`config.mk`:
```
export PLATFORM = sky130hd
export DESIGN_NAME = des_cmd_master
export DESIGN_NICKNAME = d
export VERILOG_FILES = /design/src/rtl/des_pkg.sv /design/src/rtl/des_timeout_cnt.sv /design/src/rtl/des_cmd_master.sv
export SDC_FILE = /design/constraint.sdc
export NUM_CORES = 1
export LEC_CHECK = 0
export BUFFER_PORTS_ARGS = -buffer_cell sky130_fd_sc_hd__buf_4
export CAP_MARGIN = 0
export CORE_AREA = 4 4 134 136
export DETAILED_ROUTE_END_ITERATION = 7
export DIE_AREA = 0 0 138 140
export PLACE_DENSITY = 0.66
export REMOVE_ABC_BUFFERS = 1
export SYNTH_ARGS = -nofsm -noshare
export SYNTH_HDL_FRONTEND = slang
export SYNTH_SLANG_ARGS = --single-unit
```
`constraint.sdc`:
```
create_clock -name clk -period 3.1 [get_ports clk]
set_clock_uncertainty 0.05 [all_clocks]
set_input_delay 0.465 -clock clk [delete_from_list [all_inputs] [get_ports clk]]
set_output_delay 0.465 -clock clk [all_outputs]
set_load 0.05 [all_outputs]
```
`src/rtl/des_pkg.sv`:
```
// Shared definitions for the DES wrapper and the blocks that drive it:
// command codes, region width and data width.
package des_pkg;

    localparam int REGION_W = 16;
    localparam int DATA_W   = 64;
    localparam int CMD_W    = 32;

    localparam logic [CMD_W-1:0] CMD_REGION  = 32'd0;
    localparam logic [CMD_W-1:0] CMD_START   = 32'd1;
    localparam logic [CMD_W-1:0] CMD_TEST    = 32'd2;
    localparam logic [CMD_W-1:0] CMD_RESTART = 32'd3;

    // One finished job as seen by the host.
    typedef struct packed {
        logic [DATA_W-1:0] counter;
        logic [DATA_W-1:0] ciphertext;
        logic              error;
    } des_result_t;

endpackage

```
`src/rtl/des_timeout_cnt.sv`:
```
// 32-bit cycle counter with synchronous clear and an expiry flag.
// expire_o is high during the cycle whose closing edge brings the count
// to LIMIT; LIMIT == 0 disables expiry entirely.
module des_timeout_cnt #(
    parameter logic [31:0] LIMIT = 32'd0
) (
    input  logic clk,
    input  logic rst,
    input  logic clr_i,
    input  logic en_i,
    output logic expire_o
);

    logic [31:0] cnt_q;
    logic [31:0] cnt_d;

    // Next count: clear wins over counting.
    always_comb begin
        cnt_d = cnt_q;
        if (clr_i) begin
            cnt_d = 32'd0;
        end else if (en_i) begin
            cnt_d = cnt_q + 32'd1;
        end
    end

    // Count register.
    always_ff @(posedge clk) begin
        if (rst) begin
            cnt_q <= 32'd0;
        end else begin
            cnt_q <= cnt_d;
        end
    end

    assign expire_o = (LIMIT != 32'd0) && en_i && !clr_i && (cnt_q == LIMIT - 32'd1);

endmodule

```
`src/rtl/des_cmd_master.sv`:
```
// Sequences one DES job: sends region and start commands to the wrapper,
// waits for done (optionally bounded by a timeout), captures the result,
// restarts the wrapper and hands the result to the host.
module des_cmd_master
    import des_pkg::*;
#(
    parameter logic [31:0] TIMEOUT_CYCLES = 32'd0
) (
    input  logic                clk,
    input  logic                rst,
    input  logic                job_valid,
    input  logic [REGION_W-1:0] job_region,
    output logic                job_ready,
    output logic                result_valid,
    input  logic                result_ready,
    output logic [DATA_W-1:0]   result_counter,
    output logic [DATA_W-1:0]   result_ciphertext,
    output logic                result_error,
    output logic [CMD_W-1:0]    cmd,
    output logic                cmd_valid,
    output logic [31:0]         region,
    output logic                advance_test_cmd,
    input  logic                cmd_read,
    input  logic                done,
    input  logic [DATA_W-1:0]   counter,
    input  logic [DATA_W-1:0]   ciphertext
);

    localparam logic [2:0] ST_IDLE         = 3'd0;
    localparam logic [2:0] ST_SEND_REGION  = 3'd1;
    localparam logic [2:0] ST_SEND_START   = 3'd2;
    localparam logic [2:0] ST_WAIT_DONE    = 3'd3;
    localparam logic [2:0] ST_CAPTURE      = 3'd4;
    localparam logic [2:0] ST_SEND_RESTART = 3'd5;
    localparam logic [2:0] ST_RESULT       = 3'd6;
    localparam logic [2:0] ST_ERROR        = 3'd7;

    logic [2:0]        state_q,     state_d;
    logic              job_ready_q, job_ready_d;
    logic [CMD_W-1:0]  cmd_q,       cmd_d;
    logic              cmd_valid_q, cmd_valid_d;
    logic [31:0]       region_q,    region_d;
    logic              res_valid_q, res_valid_d;
    logic [DATA_W-1:0] res_cnt_q,   res_cnt_d;
    logic [DATA_W-1:0] res_ct_q,    res_ct_d;
    logic              res_err_q,   res_err_d;

    logic cmd_taken;
    logic to_clr;
    logic to_en;
    logic to_expire;

    // A command is consumed only on an edge where it is actually offered.
    assign cmd_taken = cmd_valid_q && cmd_read;
    assign to_clr    = (state_q == ST_SEND_START) && cmd_taken;
    assign to_en     = (state_q == ST_WAIT_DONE);

    des_timeout_cnt #(
        .LIMIT(TIMEOUT_CYCLES)
    ) u_timeout (
        .clk     (clk),
        .rst     (rst),
        .clr_i   (to_clr),
        .en_i    (to_en),
        .expire_o(to_expire)
    );

    // Next-state and registered-output logic of the job sequencer.
    always_comb begin
        state_d     = state_q;
        cmd_d       = cmd_q;
        cmd_valid_d = cmd_valid_q;
        region_d    = region_q;
        res_valid_d = res_valid_q;
        res_cnt_d   = res_cnt_q;
        res_ct_d    = res_ct_q;
        res_err_d   = res_err_q;

        case (state_q)
            ST_IDLE: begin
                if (job_valid && job_ready_q) begin
                    region_d    = {16'h0, job_region};
                    cmd_d       = CMD_REGION;
                    cmd_valid_d = 1'b1;
                    state_d     = ST_SEND_REGION;
                end
            end
            ST_SEND_REGION: begin
                // Drop valid on the consuming edge; start goes out one cycle later.
                if (cmd_taken) begin
                    cmd_valid_d = 1'b0;
                    state_d     = ST_SEND_START;
                end
            end
            ST_SEND_START: begin
                if (!cmd_valid_q) begin
                    cmd_d       = CMD_START;
                    cmd_valid_d = 1'b1;
                end else if (cmd_read) begin
                    cmd_valid_d = 1'b0;
                    state_d     = ST_WAIT_DONE;
                end
            end
            ST_WAIT_DONE: begin
                // done has priority over a timeout expiring on the same edge.
                if (done) begin
                    state_d = ST_CAPTURE;
                end else if (to_expire) begin
                    res_err_d   = 1'b1;
                    res_valid_d = 1'b1;
                    res_cnt_d   = '0;
                    res_ct_d    = '0;
                    state_d     = ST_ERROR;
                end
            end
            ST_CAPTURE: begin
                // The wrapper's counter settles one cycle after done rises.
                res_cnt_d   = counter;
                res_ct_d    = ciphertext;
                res_err_d   = 1'b0;
                cmd_d       = CMD_RESTART;
                cmd_valid_d = 1'b1;
                state_d     = ST_SEND_RESTART;
            end
            ST_SEND_RESTART: begin
                if (cmd_taken) begin
                    cmd_valid_d = 1'b0;
                    res_valid_d = 1'b1;
                    state_d     = ST_RESULT;
                end
            end
            ST_RESULT: begin
                if (result_ready) begin
                    res_valid_d = 1'b0;
                    state_d     = ST_IDLE;
                end
            end
            ST_ERROR: begin
                // The wrapper cannot be restarted from here; only rst leaves.
                if (result_ready) begin
                    res_valid_d = 1'b0;
                end
            end
            default: begin
                state_d = ST_IDLE;
            end
        endcase
    end

    // job_ready is registered, so it reads 0 in the first cycle after reset.
    assign job_ready_d = (state_d == ST_IDLE);

    // State and output registers.
    always_ff @(posedge clk) begin
        if (rst) begin
            state_q     <= ST_IDLE;
            job_ready_q <= 1'b0;
            cmd_q       <= '0;
            cmd_valid_q <= 1'b0;
            region_q    <= '0;
            res_valid_q <= 1'b0;
            res_cnt_q   <= '0;
            res_ct_q    <= '0;
            res_err_q   <= 1'b0;
        end else begin
            state_q     <= state_d;
            job_ready_q <= job_ready_d;
            cmd_q       <= cmd_d;
            cmd_valid_q <= cmd_valid_d;
            region_q    <= region_d;
            res_valid_q <= res_valid_d;
            res_cnt_q   <= res_cnt_d;
            res_ct_q    <= res_ct_d;
            res_err_q   <= res_err_d;
        end
    end

    assign job_ready         = job_ready_q;
    assign result_valid      = res_valid_q;
    assign result_counter    = res_cnt_q;
    assign result_ciphertext = res_ct_q;
    assign result_error      = res_err_q;
    assign cmd               = cmd_q;
    assign cmd_valid         = cmd_valid_q;
    assign region            = region_q;
    assign advance_test_cmd  = 1'b0;

endmodule

```
==> impl_metrics.csv <==
group,metric,value,unit
setup_path,crit_arrival,2.19,ns
synth,ys_ff_latch,152,
die,initial_utilization,34.2,%
layout,seq_area,0.00304,sq mm
synth,synth_area_leaders,"dfxtp_1 (53%), nand2_1 (19%), a21oi_1 (13%), buf_4 (7.0%), buf_6 (2.3%)",
die,core_area,0.0169,sq mm
sta,fmax,0.528,GHz
placed_design,io_buffers,298,
synth,synth_edf_count,0,
setup_path,path_cells,"nor2_1, and2_4, buf_12, nand2_1, a21oi_1",
setup_path,reg2reg_depth,5,
detailed_routing,wire_per_inst,13.9,um
global_route,grt_max_degree,67,
layout,synthToLayoutAreaGrowth,47.2,%
clocking,cts.htree.levels,4,
sta,relSlewSlack,53.5,%
global_route,grt_usage,17.0,%
sta,fin_setup_tns,0,ns
run,cap_violations,0,
detailed_routing,vias,5501,
clocking,cts-buffers-inserted,17,
die,die_w,138,um
layout,final_area,0.00852,sq mm
setup_path,cp_slowest_cell,"dfxtp_1",
placed_design,dp_hpwl,12600,um
sta,worstMarginPinSlew,0.695,ns
setup_path,max_stage_delay,0.44,ns
synth,ys_warn_count,0,
die,die_area,0.0193,sq mm
clocking,cts_buffer_depth,2,
detailed_routing,wl,17300,um
run_status,outcome,"finished clean",
clocking,postCtsSetupRepairBufs,0,
setup_path,cp-end-kind,"register",
synth,async_reset_ff_share,0,%
layout,drive_gt1_share,33.5,%
setup_path,critPathLaunchType,"register",
detailed_routing,detail-route-antenna-nets,0,
clocking,ctsResizeCount,0,
sta,finalCriticalPeriod,1.89,ns
power_and_ir_drop,cellLeakagePower,3.67,nW
power_and_ir_drop,power,4.66,mW
die,die_y,140,um
setup_path,cp_max_fo,56,
global_route,grt_pass1_wl,26800,um
detailed_routing,routed_via_density,4.44,
layout,final_common_cell,"buf_4",
detailed_routing,dr.pass1.iters,5,
setup_path,path_class,"reg2reg",
setup_path,critical_path_depth,5,
layout,fill_cells,1708,
synth,synth_top_cell_by_area,"dfxtp_1",
sta,min_period_over_period,61.1,%
sta,finalSetupViolCount,0,
synth,synth_cell_type_count,27,
setup_path,required,3.39,ns
layout,final_cell_mix,"buf_4 (304), nand2_1 (294), dfxtp_1 (152)",
detailed_routing,drt-initial-drc-count,222,
layout,nNetsFinal,1151,
clocking,cts_hold_buf,0,
placed_design,gp_congestion,0.803,
sta,worst_slack,1.21,ns
clocking,cts_tree,"done",
layout,multiInputGateArea,0.00225,sq mm
global_route,antenna_found_initial,1,
layout,final_core_util,50.3,%
setup_path,crit_buf_inv,1,
synth,netlist_area,0.00579,sq mm
placed_design,dp_slack,1.19,ns
global_route,grt-ovfl-total,0,
clocking,cts_root_buf,"clkbuf_16",
sta,rsz0062_at_grt,"false",
die,io_pins,347,
sta,hold_viol,0,
power_and_ir_drop,irDropWorstVdd,0.000338,V
synth,synth_top_cell_area_share,52.5,%
hold_path,hold_class,"in2reg",
sta,final_max_slew_viol_count,0,
detailed_routing,drc,0,
clocking,clk_latency,0.41,ns
clocking,path_clk_slew,0.06,ns
setup_path,crit_family,"simple AND/OR/NAND/NOR gates",
synth,synthFlopType,"dfxtp_1",
die,num_rows,48,
global_route,grt_pass1_vias,5196,
clocking,clkSinkCount,152,
synth,syn_inst,727,
synth,syn_avg_cell_area,7.96,sq um
layout,antenna_cells,0,
power_and_ir_drop,powerDensity,547,mW/mm^2
placed_design,post_dp_cell_area,0.00791,sq mm
synth,synth_seq_area_share,52.5,%
hold_path,worstHoldPathCells,3,
-- synth_stat cells (2+ instances only) --
cell / count
nand2_1: 295
dfxtp_1: 152
a21oi_1: 149
buf_4: 54
clkbuf_1: 17
buf_2: 16
buf_6: 12
nor2_1: 8
a21o_1: 3
nand2b_1: 2
nand3_1: 2
o21ai_0: 2
-- worst register-to-register path, cell delays in order (launching register included) --
cell	delay [ns]
dfxtp_1	0.44
nor2_1	0.29
and2_4	0.44
buf_12	0.32
nand2_1	0.14
a21oi_1	0.15
-- report_power, final --
part	switching [mW]	internal (mW)	total, mW
Sequential	0.0232	1.98	2.00
Combinational	0.320	0.183	0.503
Clock	0.812	1.34	2.16
Total	1.16	3.50	4.66
-- through the flow --
step           hold WS (ns)  instances
2_1_floorplan         0.484        675
3_3_place_gp          0.392       1207
6_report              0.238       1238
3_5_place_dp          0.397       1207
5_1_grt               0.219       1238
4_1_cts               0.215       1238
-- final timing paths --
check                                                   startpoint                            endpoint  slack [ns]
worst min-delay path                                ciphertext[21]  result_ciphertext[21]$_SDFFE_PP0P_        0.24
worst max register to register               state_q[1]$_SDFF_PP0_  result_ciphertext[62]$_SDFFE_PP0P_        1.21
worst min register to register  result_ciphertext[27]$_SDFFE_PP0P_  result_ciphertext[27]$_SDFFE_PP0P_        0.40
worst max-delay path                         state_q[1]$_SDFF_PP0_  result_ciphertext[62]$_SDFFE_PP0P_        1.21
-- routing by layer --
metal	routed length (um)	vias to the layer above	GRT usage, %
li1	-	2783	-
met1	6840	2466	19.1
met2	8550	226	29.0
met3	1550	24	7.27
met4	302	2	6.29
met5	20	-	0
-- logic make-up after synthesis --
kind of cell	count (synthesis)	synth area share, %
DFF	152	52.5
other	1	0.0648
buffers and inverters	99	11.8
and+or+nand+nor	313	20.9
AOI/OAI and AO/OA	162	14.6
-- final cells by class --
type | count | area share, %
well taps | 225 | 3.30
multi-input cells | 523 | 26.4
flip-flops and latches | 152 | 35.7
clock inverters | 12 | 2.07
clock buffers | 19 | 5.08
repair buffers | 307 | 27.5
-- state kept, by name (all words and copies together) (netlist names) --
| name | cells |
|---|---|
| job_ready | 1 |
| region | 16 |
| state_q | 3 |
| result_ciphertext | 64 |
| result_counter | 64 |
| result_valid | 1 |
| cmd | 2 |
| cmd_valid | 1 |
Power figures use the tool's default switching activity.
